$ cat src/rtl/master_bridge_axi_w_drain_pkg.sv
// Shared master bridge definitions: W drain FSM states, DW width
// and the per-beat write-strobe selection.
package master_bridge_axi_w_drain_pkg;

    localparam int MB_DW = 32;
    localparam logic [3:0] STRB_ALL = 4'hF;

    typedef enum logic {
        ST_IDLE  = 1'b0,
        ST_BURST = 1'b1
    } w_state_e;

    // Single-beat bursts use first_be; it also wins on beat 0.
    function automatic logic [3:0] beat_strb(
        input logic       len_zero,
        input logic       first,
        input logic       last,
        input logic [3:0] fbe,
        input logic [3:0] lbe
    );
        logic [3:0] s;
        s = STRB_ALL;
        if (len_zero || first) begin
            s = fbe;
        end else if (last) begin
            s = lbe;
        end
        return s;
    endfunction

endpackage

$ cat src/rtl/master_bridge_w_out_reg.sv
// AXI W channel output register: load a new beat, hold while stalled,
// clear valid once a beat is taken with nothing to replace it.
module master_bridge_w_out_reg
    import master_bridge_axi_w_drain_pkg::*;
#(
    parameter int DATA_WIDTH = MB_DW
) (
    input  logic                  i_clk,
    input  logic                  i_rst,
    input  logic                  i_load,
    input  logic                  i_clear,
    input  logic [DATA_WIDTH-1:0] i_data,
    input  logic [3:0]            i_strb,
    input  logic                  i_last,
    output logic                  o_valid,
    output logic [DATA_WIDTH-1:0] o_data,
    output logic [3:0]            o_strb,
    output logic                  o_last
);

    always_ff @(posedge i_clk or posedge i_rst) begin
        if (i_rst) begin
            o_valid <= 1'b0;
            o_data  <= '0;
            o_strb  <= '0;
            o_last  <= 1'b0;
        end else if (i_load) begin
            o_valid <= 1'b1;
            o_data  <= i_data;
            o_strb  <= i_strb;
            o_last  <= i_last;
        end else if (i_clear) begin
            o_valid <= 1'b0;
            o_last  <= 1'b0;
        end
    end

endmodule

$ cat src/rtl/master_bridge_axi_w_drain.sv
// Drains one write burst per command from a FWFT data FIFO onto the
// AXI4 W channel, one beat per cycle, with first/last byte enables.
module master_bridge_axi_w_drain
    import master_bridge_axi_w_drain_pkg::*;
#(
    parameter int DATA_WIDTH = MB_DW,
    parameter int LEN_WIDTH  = 8
) (
    input  logic                  i_clk,
    input  logic                  i_rst,
    input  logic                  i_cmd_valid,
    output logic                  o_cmd_ready,
    input  logic [LEN_WIDTH-1:0]  i_cmd_len,
    input  logic [3:0]            i_cmd_first_be,
    input  logic [3:0]            i_cmd_last_be,
    input  logic                  i_fifo_empty,
    input  logic [DATA_WIDTH-1:0] i_fifo_data,
    output logic                  o_fifo_rd_inc,
    output logic                  o_wvalid,
    output logic [DATA_WIDTH-1:0] o_wdata,
    output logic [3:0]            o_wstrb,
    output logic                  o_wlast,
    input  logic                  i_wready,
    output logic                  o_busy
);

    localparam logic [LEN_WIDTH:0] CNT_ONE = 1;

    w_state_e             state_q;
    w_state_e             state_d;
    logic [LEN_WIDTH:0]   cnt_q;
    logic [LEN_WIDTH-1:0] len_q;
    logic [3:0]           fbe_q;
    logic [3:0]           lbe_q;
    logic                 done_q;

    logic       cmd_acc;
    logic       w_hs;
    logic       load;
    logic       beat_last;
    logic [3:0] strb_nxt;

    assign o_cmd_ready = (state_q == ST_IDLE);
    assign o_busy      = (state_q == ST_BURST);
    assign cmd_acc     = i_cmd_valid && o_cmd_ready;
    assign w_hs        = o_wvalid && i_wready;

    // done_q stops further pops once the wlast beat sits in the register.
    assign load = (state_q == ST_BURST) && !i_fifo_empty
               && (!o_wvalid || i_wready) && !done_q;

    assign o_fifo_rd_inc = load;
    assign beat_last     = (cnt_q == {1'b0, len_q});
    assign strb_nxt      = beat_strb(len_q == '0, cnt_q == '0,
                                     beat_last, fbe_q, lbe_q);

    always_comb begin
        state_d = state_q;
        unique case (state_q)
            ST_IDLE: begin
                if (cmd_acc) state_d = ST_BURST;
            end
            ST_BURST: begin
                if (w_hs && o_wlast) state_d = ST_IDLE;
            end
            default: state_d = ST_IDLE;
        endcase
    end

    always_ff @(posedge i_clk or posedge i_rst) begin
        if (i_rst) begin
            state_q <= ST_IDLE;
            cnt_q   <= '0;
            len_q   <= '0;
            fbe_q   <= '0;
            lbe_q   <= '0;
            done_q  <= 1'b0;
        end else begin
            state_q <= state_d;
            if (cmd_acc) begin
                len_q  <= i_cmd_len;
                fbe_q  <= i_cmd_first_be;
                lbe_q  <= i_cmd_last_be;
                cnt_q  <= '0;
                done_q <= 1'b0;
            end else if (load) begin
                cnt_q <= cnt_q + CNT_ONE;
                if (beat_last) done_q <= 1'b1;
            end
        end
    end

    master_bridge_w_out_reg #(
        .DATA_WIDTH (DATA_WIDTH)
    ) u_w_out_reg (
        .i_clk   (i_clk),
        .i_rst   (i_rst),
        .i_load  (load),
        .i_clear (w_hs && !load),
        .i_data  (i_fifo_data),
        .i_strb  (strb_nxt),
        .i_last  (beat_last),
        .o_valid (o_wvalid),
        .o_data  (o_wdata),
        .o_strb  (o_wstrb),
        .o_last  (o_wlast)
    );

endmodule

$ cat config.mk
export PLATFORM = sky130hd
export DESIGN_NAME = master_bridge_axi_w_drain
export DESIGN_NICKNAME = d
export VERILOG_FILES = /design/src/rtl/master_bridge_axi_w_drain_pkg.sv /design/src/rtl/master_bridge_w_out_reg.sv /design/src/rtl/master_bridge_axi_w_drain.sv
export SDC_FILE = /design/constraint.sdc
export NUM_CORES = 1
export LEC_CHECK = 0
export BUFFER_PORTS_ARGS = -buffer_cell sky130_fd_sc_hd__buf_2
export CORE_UTILIZATION = 50
export CTS_CLUSTER_SIZE = 10
export DETAILED_ROUTE_END_ITERATION = 16
export GPL_TIMING_DRIVEN = 0
export PLACE_DENSITY = 0.82
export SLEW_MARGIN = 20
export SYNTH_ARGS = -nofsm -noshare
export SYNTH_HDL_FRONTEND = slang
export SYNTH_SLANG_ARGS = --single-unit
$ cat constraint.sdc
create_clock -name i_clk -period 2.6 [get_ports i_clk]
set_input_delay 0.39 -clock i_clk [delete_from_list [all_inputs] [get_ports i_clk]]
set_output_delay 0.39 -clock i_clk [all_outputs]
set_load 0.005 [all_outputs]
==> summary.md, run 1 <==
| Metric | Value |
|---|---|
| Count of different cell masters after synthesis | 27 |
| Vias in the first global route | 2253 |
| Wirelength per Cell | 12.79 µm |
| CTS tree | done |
| Max Used Layer | met4 |
| Area Overhead vs Synth | 28.21% |
| Root Driver | clkbuf_8 |
| Met2 routed WL | approximately 2800 µm |
| Pre-antenna DRT Iters | 5 |
| CP max FO | 10 |
| Hold Path Class | input pin to asynchronous set/reset pin |
| Share of cells above drive strength 1 | 33.94% |
| Most frequent cell after synthesis | nand2_1 |
| Startpoint types | flop |
| Post-route cell area | around 3500 µm² |
| Setup crit end | o_fifo_rd_inc |
| Synth top area cells | dfrtp_1 60%, nand2_1 15%, mux2_2 6.6%, xnor2_1 2.9%, nor2_1 2.3% |
| Hpwl dp | 4261 µm |
| Post-CTS setup buffer count | 0 |
| FF-to-FF End | u_w_out_reg.o_strb[3] |
| Placer congestion estimate | 0.8195 |
| Crit path time final | 2.123 ns |
| Area of the multi-input gates | 1042 µm² |
| Synthesized instance count | 274 |
| Grt ovf | 0 |
| Die height | between 70 and 80 µm |
| Count of final setup violators | 0 |
| Syn avg cell area | 9.973 µm² |
| Mapped cell area | 2733 µm² |
| Ys Warns | 0 |
| Post-cts repair resize count | 0 |
| Critical path class | flop to output port |
| H-tree levels | 3 |
| Commonest cells post-synth | 107 x nand2_1, 65 x dfrtp_1, 17 x nor2_1, 16 x mux2_2, 10 x clkbuf_1 |
| Core ar. | 5172 µm² |
| Required time of the critical path | approximately 2.2 ns |
| Detailed-route via count | 2221 |
| 1st-iter DRT viols | 66 |
| Top FF cell, synth | dfrtp_1 |
| Synth Register Bits | between 60 and 70 |
| Critical path startpoint | done_q |
| VDD IR max | 0.5872 mV |
| Asr flop ratio synth | 100.0% |
| Pin count of the biggest net entering global routing | 45 |
| R2R depth | 7 |
| Diodes inserted | 0 |
| Clock Tree Buf Depth | 2 |
| Arrival time worst endpoint | 1.73 ns |
| CTS buffer count | 9 |
| Final ANT Viol Nets | 0 |
| Sequential share of the synthesized area | between 50% and 60% |
| R2R Setup Slk | 0.52 ns |
| P_leak | 1.835 nW |
| Initial antenna violation count | 0 |
| DIE AREA | 5765 µm² |
| Synth top area share | 59.52% |
| Reg area | 1627 µm² |
| Fmax | 471.1 MHz |
| Ports | 94 |
| Num Clock Sinks | 65 |
| Final Max Tran Viols | 0 |
| Wire length on met1 | 2615 µm |
| First-pass GRT wire length | around 9900 µm |
| Site row count | 26 |
| P per Cell Area | 1114 nW/µm² |
| Post-layout nets | 434 |
| Fin crit share | 81.65% |
| Initial Util | 52.83% |
| Final worst hold slack | 0.01091 ns |
| Post-synth EDFFs | 0 |
| Pre-CTS setup slack | 0.5245 ns |
| Setup TNS | 0 ns |
| Worst-Margin Slew | 0.5722 ns |
| CP endpoint kind | output port |
| Clk_lat worst skew | 0.33 ns |
| Worst Clk Skew | 0.007593 ns |
| Vias/cell | a little under 5 |
| Die span in x | 75.93 µm |
| Final worst setup slack | 0.4771 ns |
| DP Area | around 3300 µm² |
| Synthesized Nets | ~330 |
| Detailed Route WL | about 5800 µm |
| Maxcap violations | 0 |
| Status | finished clean |
| All-Layer GR Usage | between 20 and 25% |
| Hold Buf Count CTS | 0 |
| Clk slew on worst S/H paths | 0.06 ns |
| FILL cells | 430 |
| Met3 WL | 236 µm |
| Final hold violation count | 0 |
| RSZ-0062 raised after global routing | false |
| Detailed-route DRC error count | 0 |
| FF-to-FF Start | cnt_q[0] |
| Area leader, netlist | dfrtp_1 |
| IO Port Bufs | 93 |
| Slew HR | 61.85% |
==> worst min-delay path by stage <==
stage | startpoint | to | slack, ns | depth (start not counted)
CTS | i_rst | u_w_out_reg.o_data[26] | 0.005 | 2
global placement | u_w_out_reg.o_data[10] | u_w_out_reg.o_data[10] | 0.45 | 2
finish | i_rst | u_w_out_reg.o_data[26] | 0.01 | 2
floorplan | lbe_q[0] | u_w_out_reg.o_strb[0] | 0.46 | 1
detailed placement | i_rst | u_w_out_reg.o_data[26] | 0.37 | 2
global route | i_rst | u_w_out_reg.o_data[6] | 0.03 | 2
==> critical path: stages (launching register included) <==
cell and delay, ns:
dfrtp_1 0.37, nor2_1 0.17, nand3_4 0.13, inv_2 0.17, clkbuf_1 0.37, buf_2 0.19
==> kinds of logic (layout without fill, tap and decap cells) <==
family	Yosys count	in the layout	synth area share [%]
adders and majority gates	2	2	0.9156
buffers and inverters	17	126	2.335
DFF	65	65	59.52
AOI/OAI and AO/OA	12	12	2.931
muxes	16	16	6.593
xor gates and xnor gates	16	16	5.128
and+or+nand+nor	146	146	22.57
==> layout by cell type (no fill, tap or decap), drive strengths merged <==
master / n
and3: 3
dfrtp: 65
nand2: 107
xor2: 7
a21oi: 5
or4: 1
nand3: 4
a2bb2oi: 1
nand4: 4
clkbuf: 22
xnor2: 9
nor2: 17
buf: 96
a31o: 1
clkinv: 2
bufinv: 1
mux2: 16
ha: 2
nor4b: 1
or3: 1
nand2b: 1
o21a: 4
inv: 5
a21o: 1
nor3: 3
nor4: 3
nor2b: 1
==> where the power goes <==
| part | total [mW] | switching, mW | internal (mW) |
|---|---|---|---|
| Sequential | 1.76 | 0.302 | 1.46 |
| Combinational | 1.31 | 0.675 | 0.632 |
| Clock | 0.832 | 0.345 | 0.487 |
==> cell type report <==
class / instances / area share, %
Sequential cell: 65 / 46.43
Inverter: 5 / 0.6071
Buffer: 12 / 1.286
Clock buffer: 12 / 4.429
Tap cell: 70 / 2.500
Clock inverter: 3 / 1.143
Multi-Input combinational cell: 192 / 29.75
Timing Repair Buffer: 94 / 13.86
==> stage by stage <==
stage          instances  total power [mW]  util, %
2_1_floorplan        274             2.534        -
3_3_place_gp         437             3.015    63.52
3_5_place_dp         438             3.091    63.96
4_1_cts              453             3.943    67.73
5_1_grt              453             4.199    67.73
6_report             453             3.903    67.73
==> flip-flops by register name, indices dropped and copies added, names as in the netlist <==
register and flops:
u_w_out_reg.o_data 32, cnt_q 9, len_q 8, fbe_q 4
lbe_q 4, u_w_out_reg.o_strb 4, done_q 1, o_busy 1
u_w_out_reg.o_last 1, u_w_out_reg.o_valid 1
==> routing by layer <==
metal  up-vias  global-route usage [%]
met5         -                       0
met4         0                   14.04
met3        17                   3.855
met2        71                   35.91
met1      1044                   27.52
li1       1089                       -
Power figures use the tool's default switching activity.
==> run 2, diff against run 1 <==
--- a/config.mk
+++ b/config.mk
@@ -6,11 +6,11 @@
 export NUM_CORES = 1
 export LEC_CHECK = 0
 export BUFFER_PORTS_ARGS = -buffer_cell sky130_fd_sc_hd__buf_2
-export CORE_UTILIZATION = 50
+export CORE_UTILIZATION = 45
 export CTS_CLUSTER_SIZE = 10
 export DETAILED_ROUTE_END_ITERATION = 16
 export GPL_TIMING_DRIVEN = 0
-export PLACE_DENSITY = 0.82
+export PLACE_DENSITY = 0.78
 export SLEW_MARGIN = 20
 export SYNTH_ARGS = -nofsm -noshare
 export SYNTH_HDL_FRONTEND = slang
==> constraint.sdc (replaced) <==
create_clock -name i_clk -period 1.9 [get_ports i_clk]
set_input_delay 0.285 -clock i_clk [delete_from_list [all_inputs] [get_ports i_clk]]
set_output_delay 0.285 -clock i_clk [all_outputs]
set_load 0.005 [all_outputs]
==> summary.md, run 2 (synthesis gave the netlist of run 1 again) <==
| Metric | Value |
|---|---|
| Num Clock Sinks | 65 (unchanged) |
| Slew HR | 54.10% (was 61.85%) |
| Placer congestion estimate | 0.8216 (was 0.8195) |
| VDD IR max | 0.7682 mV (was 0.5872 mV) |
| Fmax | 536.7 MHz |
| Ports | 94 (unchanged) |
| Psw | 1.914 mW (was 1.322 mW) |
| Final Total Pwr | 5.644 mW (was 3.903 mW) |
| Commonest non-fill, non-tap cells in the layout | 106 x nand2_1, 94 x buf_2, 64 x dfrtp_1 (was 107 x nand2_1, 93 x buf_2, 65 x dfrtp_1) |
| Startpoint types | flop (unchanged) |
| Critical path class | flop to flop (was flop to output port) |
| Post-layout nets | 439 (was 434) |
| Site row count | 28 (was 26) |
| Top delay family on crit path | simple AND/OR/NAND/NOR gates (was buffers and inverters) |
| Int Pwr | 3.730 mW (was 2.581 mW) |
| Sw Ratio | 33.92% (was 33.87%) |
| Combinational fraction of design power | 34.2% (was 33.5%) |
| Initial Util | 46.43% (was 52.83%) |
| Vias/cell | 4.815 (was 4.903) |
| Vias in the first global route | 2096 (was 2253) |
| Clock Tree Buf Depth | 2 (unchanged) |
| Max reg flops | 32 (unchanged) |
| H-tree levels | 3 (unchanged) |
| Reg with most FFs | u_w_out_reg.o_data (unchanged) |
| Die span in x | 79.93 µm (was 75.93 µm) |
| Crit path largest cell delay | 0.53 ns (was 0.37 ns) |
| Pin count of the biggest net entering global routing | 35 (was 45) |
| Fin crit share | 98.07% |
| Clk slew on worst S/H paths | 0.08 ns (was 0.06 ns) |
| Arrival time worst endpoint | 2.09 ns (was 1.73 ns) |
| Root Driver | clkbuf_8 (unchanged) |
| P per Cell Area | 1566 nW/µm² (was 1114 nW/µm²) |
| Status | finished clean (unchanged) |
| Hpwl dp | 4163 µm (was 4261 µm) |
| RSZ-0062 raised after global routing | true (was false) |
| P_leak | 1.881 nW (was 1.835 nW) |
| Detailed Route WL | 6009 µm (was 5794 µm) |
| Pre-CTS setup slack | -0.1337 ns (was 0.5245 ns) |
| Wirelength per Cell | 12.95 µm (was 12.79 µm) |
| DIE AREA | 6388 µm² (was 5765 µm²) |
| Detailed-route DRC error count | 0 (unchanged) |
| Final hold violation count | 0 (unchanged) |
| Commonest non-fill, non-tap cell in the layout | nand2_1 (unchanged) |
| IO Port Bufs | 93 (unchanged) |
| Clk_lat worst skew | 0.34 ns (was 0.33 ns) |
| Count of final setup violators | 0 (unchanged) |
| FILL cells | 505 (was 430) |
| Clock power share | 23.4% (was 21.3%) |
| Worst-Margin Slew | 0.6871 ns (was 0.5722 ns) |
| Maxcap violations | 0 (unchanged) |
| All-Layer GR Usage | 20.03% (was 22.13%) |
| First-pass GRT wire length | 9556 µm (was 9873 µm) |
| Area Overhead vs Synth | 31.91% (was 28.21%) |
| CP max FO | 4 (was 10) |
| Diodes inserted | 0 (unchanged) |
| FF-to-FF Start | done_q (was cnt_q[0]) |
| Worst Clk Skew | 0.01387 ns (was 0.007593 ns) |
| CP endpoint kind | flop (was output port) |
| Initial antenna violation count | 0 (unchanged) |
| 1st-iter DRT viols | 68 (was 66) |
| Required time of the critical path | 2.12 ns (was 2.21 ns) |
| Pre-antenna DRT Iters | 4 (was 5) |
| Die height | 79.93 µm (was 75.93 µm) |
| Top flop regs | u_w_out_reg.o_data (32), cnt_q (9), len_q (8) (unchanged) |
| Critical path startpoint | done_q (unchanged) |
| CP max-delay cell | or4_4 (was dfrtp_1) |
| CP bufs+invs | 0 (was 3) |
| Reg power frac | 42.4% (was 45.2%) |
| Detailed-route via count | 2234 (was 2221) |
| R2R depth | 5 (was 7) |
| Logic depth of the worst path, buffers included | 5 (unchanged) |
| Final worst setup slack | 0.03672 ns (was 0.4771 ns) |
| CTS buffer count | 9 (unchanged) |
| Share of cells above drive strength 1 | 37.28% (was 33.94%) |
| Final ANT Viol Nets | 0 (unchanged) |
| Grt ovf | 0 (unchanged) |
| Core ar. | 5886 µm² (was 5172 µm²) |
| CTS tree | done (unchanged) |
| Crit path cell chain | nor2_2 -> nand3_4 -> or3_4 -> or4_4 -> o21a_1 (was nor2_1 -> nand3_4 -> inv_2 -> clkbuf_1 -> buf_2) |
| Final Max Tran Viols | 0 (unchanged) |
| Hold Path Class | input pin to asynchronous set/reset pin (unchanged) |
| Crit path time final | 1.863 ns |
-- run 2: path summary, 6_finish.rpt --
path | endpoint | slack, ns
min in group i_clk | u_w_out_reg.o_data[9] | 0.13
worst max-delay path | u_w_out_reg.o_strb[3] | 0.04
max in group asynchronous | cnt_q[0] | 1.27
worst max register to register | u_w_out_reg.o_strb[3] | 0.04
worst min register to register | u_w_out_reg.o_data[29] | 0.47
worst min-delay path | u_w_out_reg.o_data[19] | 0.03
-- run 2: repair_timing --
item,CTS,global route
hold buffers,0,0
resized for setup,5,7
cloned,0,0
buffers inserted,2,3
setup endpoints to repair,25,11
pin swaps,0,5
-- run 2: final cells by class --
type / instances / area (µm²) / area share [%]
sequential: 65 / 1628 / 45.16
multi-input combinational: 192 / 1057 / 29.33
inverter: 5 / 22.52 / 0.6248
clock inverter: 6 / 90.09 / 2.499
buffer: 12 / 52.55 / 1.458
timing repair buffer: 99 / 523.0 / 14.51
clock buffer: 10 / 137.6 / 3.818
tap: 75 / 93.84 / 2.603
-- run 2: metal layers --
layer  up-vias  track usage (%)  routed length, µm
met5         -                0                  0
met4         0            9.464                117
met3        13            5.371                293
met2        69            31.28               2976
met1      1053            25.82               2621
li1       1099                -                  -
-- run 2: power groups by stage --
stage | Combinational, mW | Sequential, mW | Clock (mW)
floorplan | 1.06 | 2.41 | 0
global placement | 1.72 | 2.41 | 0
detailed placement | 1.80 | 2.43 | 0
CTS | 1.87 | 2.40 | 1.34
global route | 2.19 | 2.47 | 1.41
finish | 1.93 | 2.39 | 1.32
-- run 2: stage by stage --
| stage | cell area, µm² | instances | utilization (%) | TNS [ns] | hold slack [ns] |
|---|---|---|---|---|---|
| after floorplan | 2736 | 274 | - | 0 | 0.3737 |
| after global placement | 3296 | 442 | 55.99 | -0.5266 | 0.4538 |
| after detailed placement | 3316 | 443 | 56.34 | -1.479 | 0.4375 |
| after CTS | 3566 | 461 | 60.59 | 0 | 0.05812 |
| after global routing | 3605 | 464 | 61.25 | -0.01887 | 0.08511 |
| final | 3605 | 464 | 61.25 | 0 | 0.03490 |
==> run 3, diff against run 2 <==
--- a/config.mk
+++ b/config.mk
@@ -10,7 +10,7 @@
 export CTS_CLUSTER_SIZE = 10
 export DETAILED_ROUTE_END_ITERATION = 16
 export GPL_TIMING_DRIVEN = 0
-export PLACE_DENSITY = 0.78
+export PLACE_DENSITY_LB_ADDON = 0.25
 export SLEW_MARGIN = 20
 export SYNTH_ARGS = -nofsm -noshare
 export SYNTH_HDL_FRONTEND = slang
==> summary.md, run 3 (synthesis gave the netlist of run 1 again) <==
| Metric | Value |
|---|---|
| First-pass GRT wire length | 9618 µm (was 9556 µm) |
| Commonest non-fill, non-tap cells in the layout | 106 x nand2_1, 94 x buf_2, 63 x dfrtp_1 (was 106 x nand2_1, 94 x buf_2, 64 x dfrtp_1) |
| Wirelength per Cell | 12.69 µm (was 12.95 µm) |
| Pin count of the biggest net entering global routing | 34 (was 35) |
| Clock Tree Buf Depth | 2 (unchanged) |
| Vias in the first global route | 2111 (was 2096) |
| Clk_lat worst skew | 0.34 ns (about the same) |
| Vias/cell | 4.720 (was 4.815) |
| Critical path class | flop to flop (unchanged) |
| Die span in x | 79.93 µm (unchanged) |
| Failing checks | DRC |
| CTS buffer count | 9 (unchanged) |
| IO Port Bufs | 93 (unchanged) |
| Detailed Route WL | 5902 µm (was 6009 µm) |
| Count of final setup violators | 0 (unchanged) |
| Hpwl dp | 4155 µm (was 4163 µm) |
| Worst Clk Skew | 0.01198 ns (was 0.01387 ns) |
| Final ANT Viol Nets | 0 (unchanged) |
| CP max FO | 4 (unchanged) |
| Share of cells above drive strength 1 | 37.44% (was 37.28%) |
| Initial antenna violation count | 0 (unchanged) |
| VDD IR max | 0.6971 mV (was 0.7682 mV) |
| Core ar. | 5886 µm² (unchanged) |
| P_leak | 1.886 nW (was 1.881 nW) |
| Ports | 94 (unchanged) |
| Top flop regs | u_w_out_reg.o_data (32), cnt_q (9), len_q (8) (unchanged) |
| P per Cell Area | 1551 nW/µm² (was 1566 nW/µm²) |
| RSZ-0062 raised after global routing | true (unchanged) |
| 1st-iter DRT viols | 80 (was 68) |
| H-tree levels | 3 (unchanged) |
| Crit path time final | 1.871 ns (was 1.863 ns) |
| Status | complete, but fails checks (was finished clean) |
| Root Driver | clkbuf_8 (unchanged) |
| Initial Util | 46.43% (unchanged) |
| CP endpoint kind | flop (unchanged) |
| Required time of the critical path | 2.13 ns (was 2.12 ns) |
| Max reg flops | 32 (unchanged) |
| Detailed-route via count | 2195 (was 2234) |
| Final Total Pwr | 5.584 mW (was 5.644 mW) |
| All-Layer GR Usage | 20.17% (was 20.03%) |
| CTS tree | done (unchanged) |
| Arrival time worst endpoint | 2.10 ns (was 2.09 ns) |
| Die height | 79.93 µm (unchanged) |
| Worst-Margin Slew | 0.7270 ns (was 0.6871 ns) |
| Fin crit share | 98.49% (was 98.07%) |
| Fmax | 534.4 MHz (was 536.7 MHz) |
| Final hold violation count | 0 (unchanged) |
| R2R Setup Slk | 0.03 ns (was 0.04 ns) |
| Final worst hold slack | 0.05867 ns (was 0.03490 ns) |
| Detailed-route DRC error count | 1 (was 0) |
| Maxcap violations | 0 (unchanged) |
| Post-layout nets | 440 (was 439) |
| Grt ovf | 0 (unchanged) |
| Placer congestion estimate | 0.7985 (was 0.8216) |
| Clk slew on worst S/H paths | 0.07 ns (was 0.08 ns) |
| Commonest non-fill, non-tap cell in the layout | nand2_1 (unchanged) |
| Hold Buf Count CTS | 0 (unchanged) |
| Area Overhead vs Synth | 31.78% (was 31.91%) |
| DIE AREA | 6388 µm² (unchanged) |
| Hold Path Class | input pin to asynchronous set/reset pin (unchanged) |
| Pre-antenna DRT Iters | 10 (was 4) |
| Final Max Tran Viols | 0 (unchanged) |
| Site row count | 28 (unchanged) |
| Slew HR | 51.43% (was 54.10%) |
| Startpoint types | flop (unchanged) |
| Diodes inserted | 0 (unchanged) |
| Num Clock Sinks | 65 (unchanged) |
| Reg with most FFs | u_w_out_reg.o_data (unchanged) |
-- run 3: cell types whose count changed in the layout (fill, tap and decap cells not counted), sizes merged --
cell	before	now
buf	101	103
clkinv	2	3
clkinvlp	2	1
inv	5	4
-- run 3: area by class of cell --
class                      instances  area [µm²]
fill                             529        2285
sequential                        65        1629
multi-input combinational        192        1052
timing repair buffer             100       530.5
clock buffer                      11       141.4
tap                               75       93.84
clock inverter                     5       78.83
buffer                            12       52.55
inverter                           5       22.52
-- run 3: final timing paths --
kind	from	end	cells after the start
worst max-delay path	done_q	u_w_out_reg.o_strb[0]	5
worst min-delay path	i_rst	u_w_out_reg.o_data[27]	2
worst max register to register	done_q	u_w_out_reg.o_strb[0]	5
worst min register to register	u_w_out_reg.o_data[2]	u_w_out_reg.o_data[2]	2
max in group asynchronous	i_rst	done_q	3
min in group i_clk	i_fifo_data[5]	u_w_out_reg.o_data[5]	3
-- run 3: report_power, final --
part | internal, mW | leakage, nW | switching, mW
clock | 0.773 | 0.113 | 0.513
combinational | 0.959 | 0.987 | 0.952
sequential | 2.00 | 0.786 | 0.384
-- run 3: repair_timing --
item                                    CTS  global route
resized for setup                         6             7
pin swaps                                 0             6
buffers inserted                          2             4
cloned                                    0             0
endpoints found under the setup margin   25            23
-- run 3: routing by layer --
metal	part of all wire [%]	up-vias	GRT usage [%]	wire, µm
li1	-	1101	-	-
met1	45	1028	25.64	2652
met2	49	57	32.31	2878
met3	4.7	9	5.600	278
met4	1.6	0	8.214	93
met5	0	-	0	0
-- run 3: through the flow --
step | instance area (µm²) | utilization [%] | setup TNS [ns] | instances | setup slack, ns
6_report | 3601 | 61.18 | 0 | 465 | 0.02877
5_1_grt | 3601 | 61.18 | -0.2142 | 465 | -0.03106
4_1_cts | 3561 | 60.50 | -0.001928 | 461 | -0.001928
3_5_place_dp | 3316 | 56.34 | -1.706 | 443 | -0.1413
3_3_place_gp | 3296 | 55.99 | -1.464 | 442 | -0.1021
2_1_floorplan | 2736 | - | 0 | 274 | 0.08954
-- run 3: critical path: stages (launching register included) --
cell	delay, ns
dfrtp_1	0.39
nor2_2	0.15
nand3_4	0.11
or3_4	0.34
or4_4	0.57
o21a_1	0.21
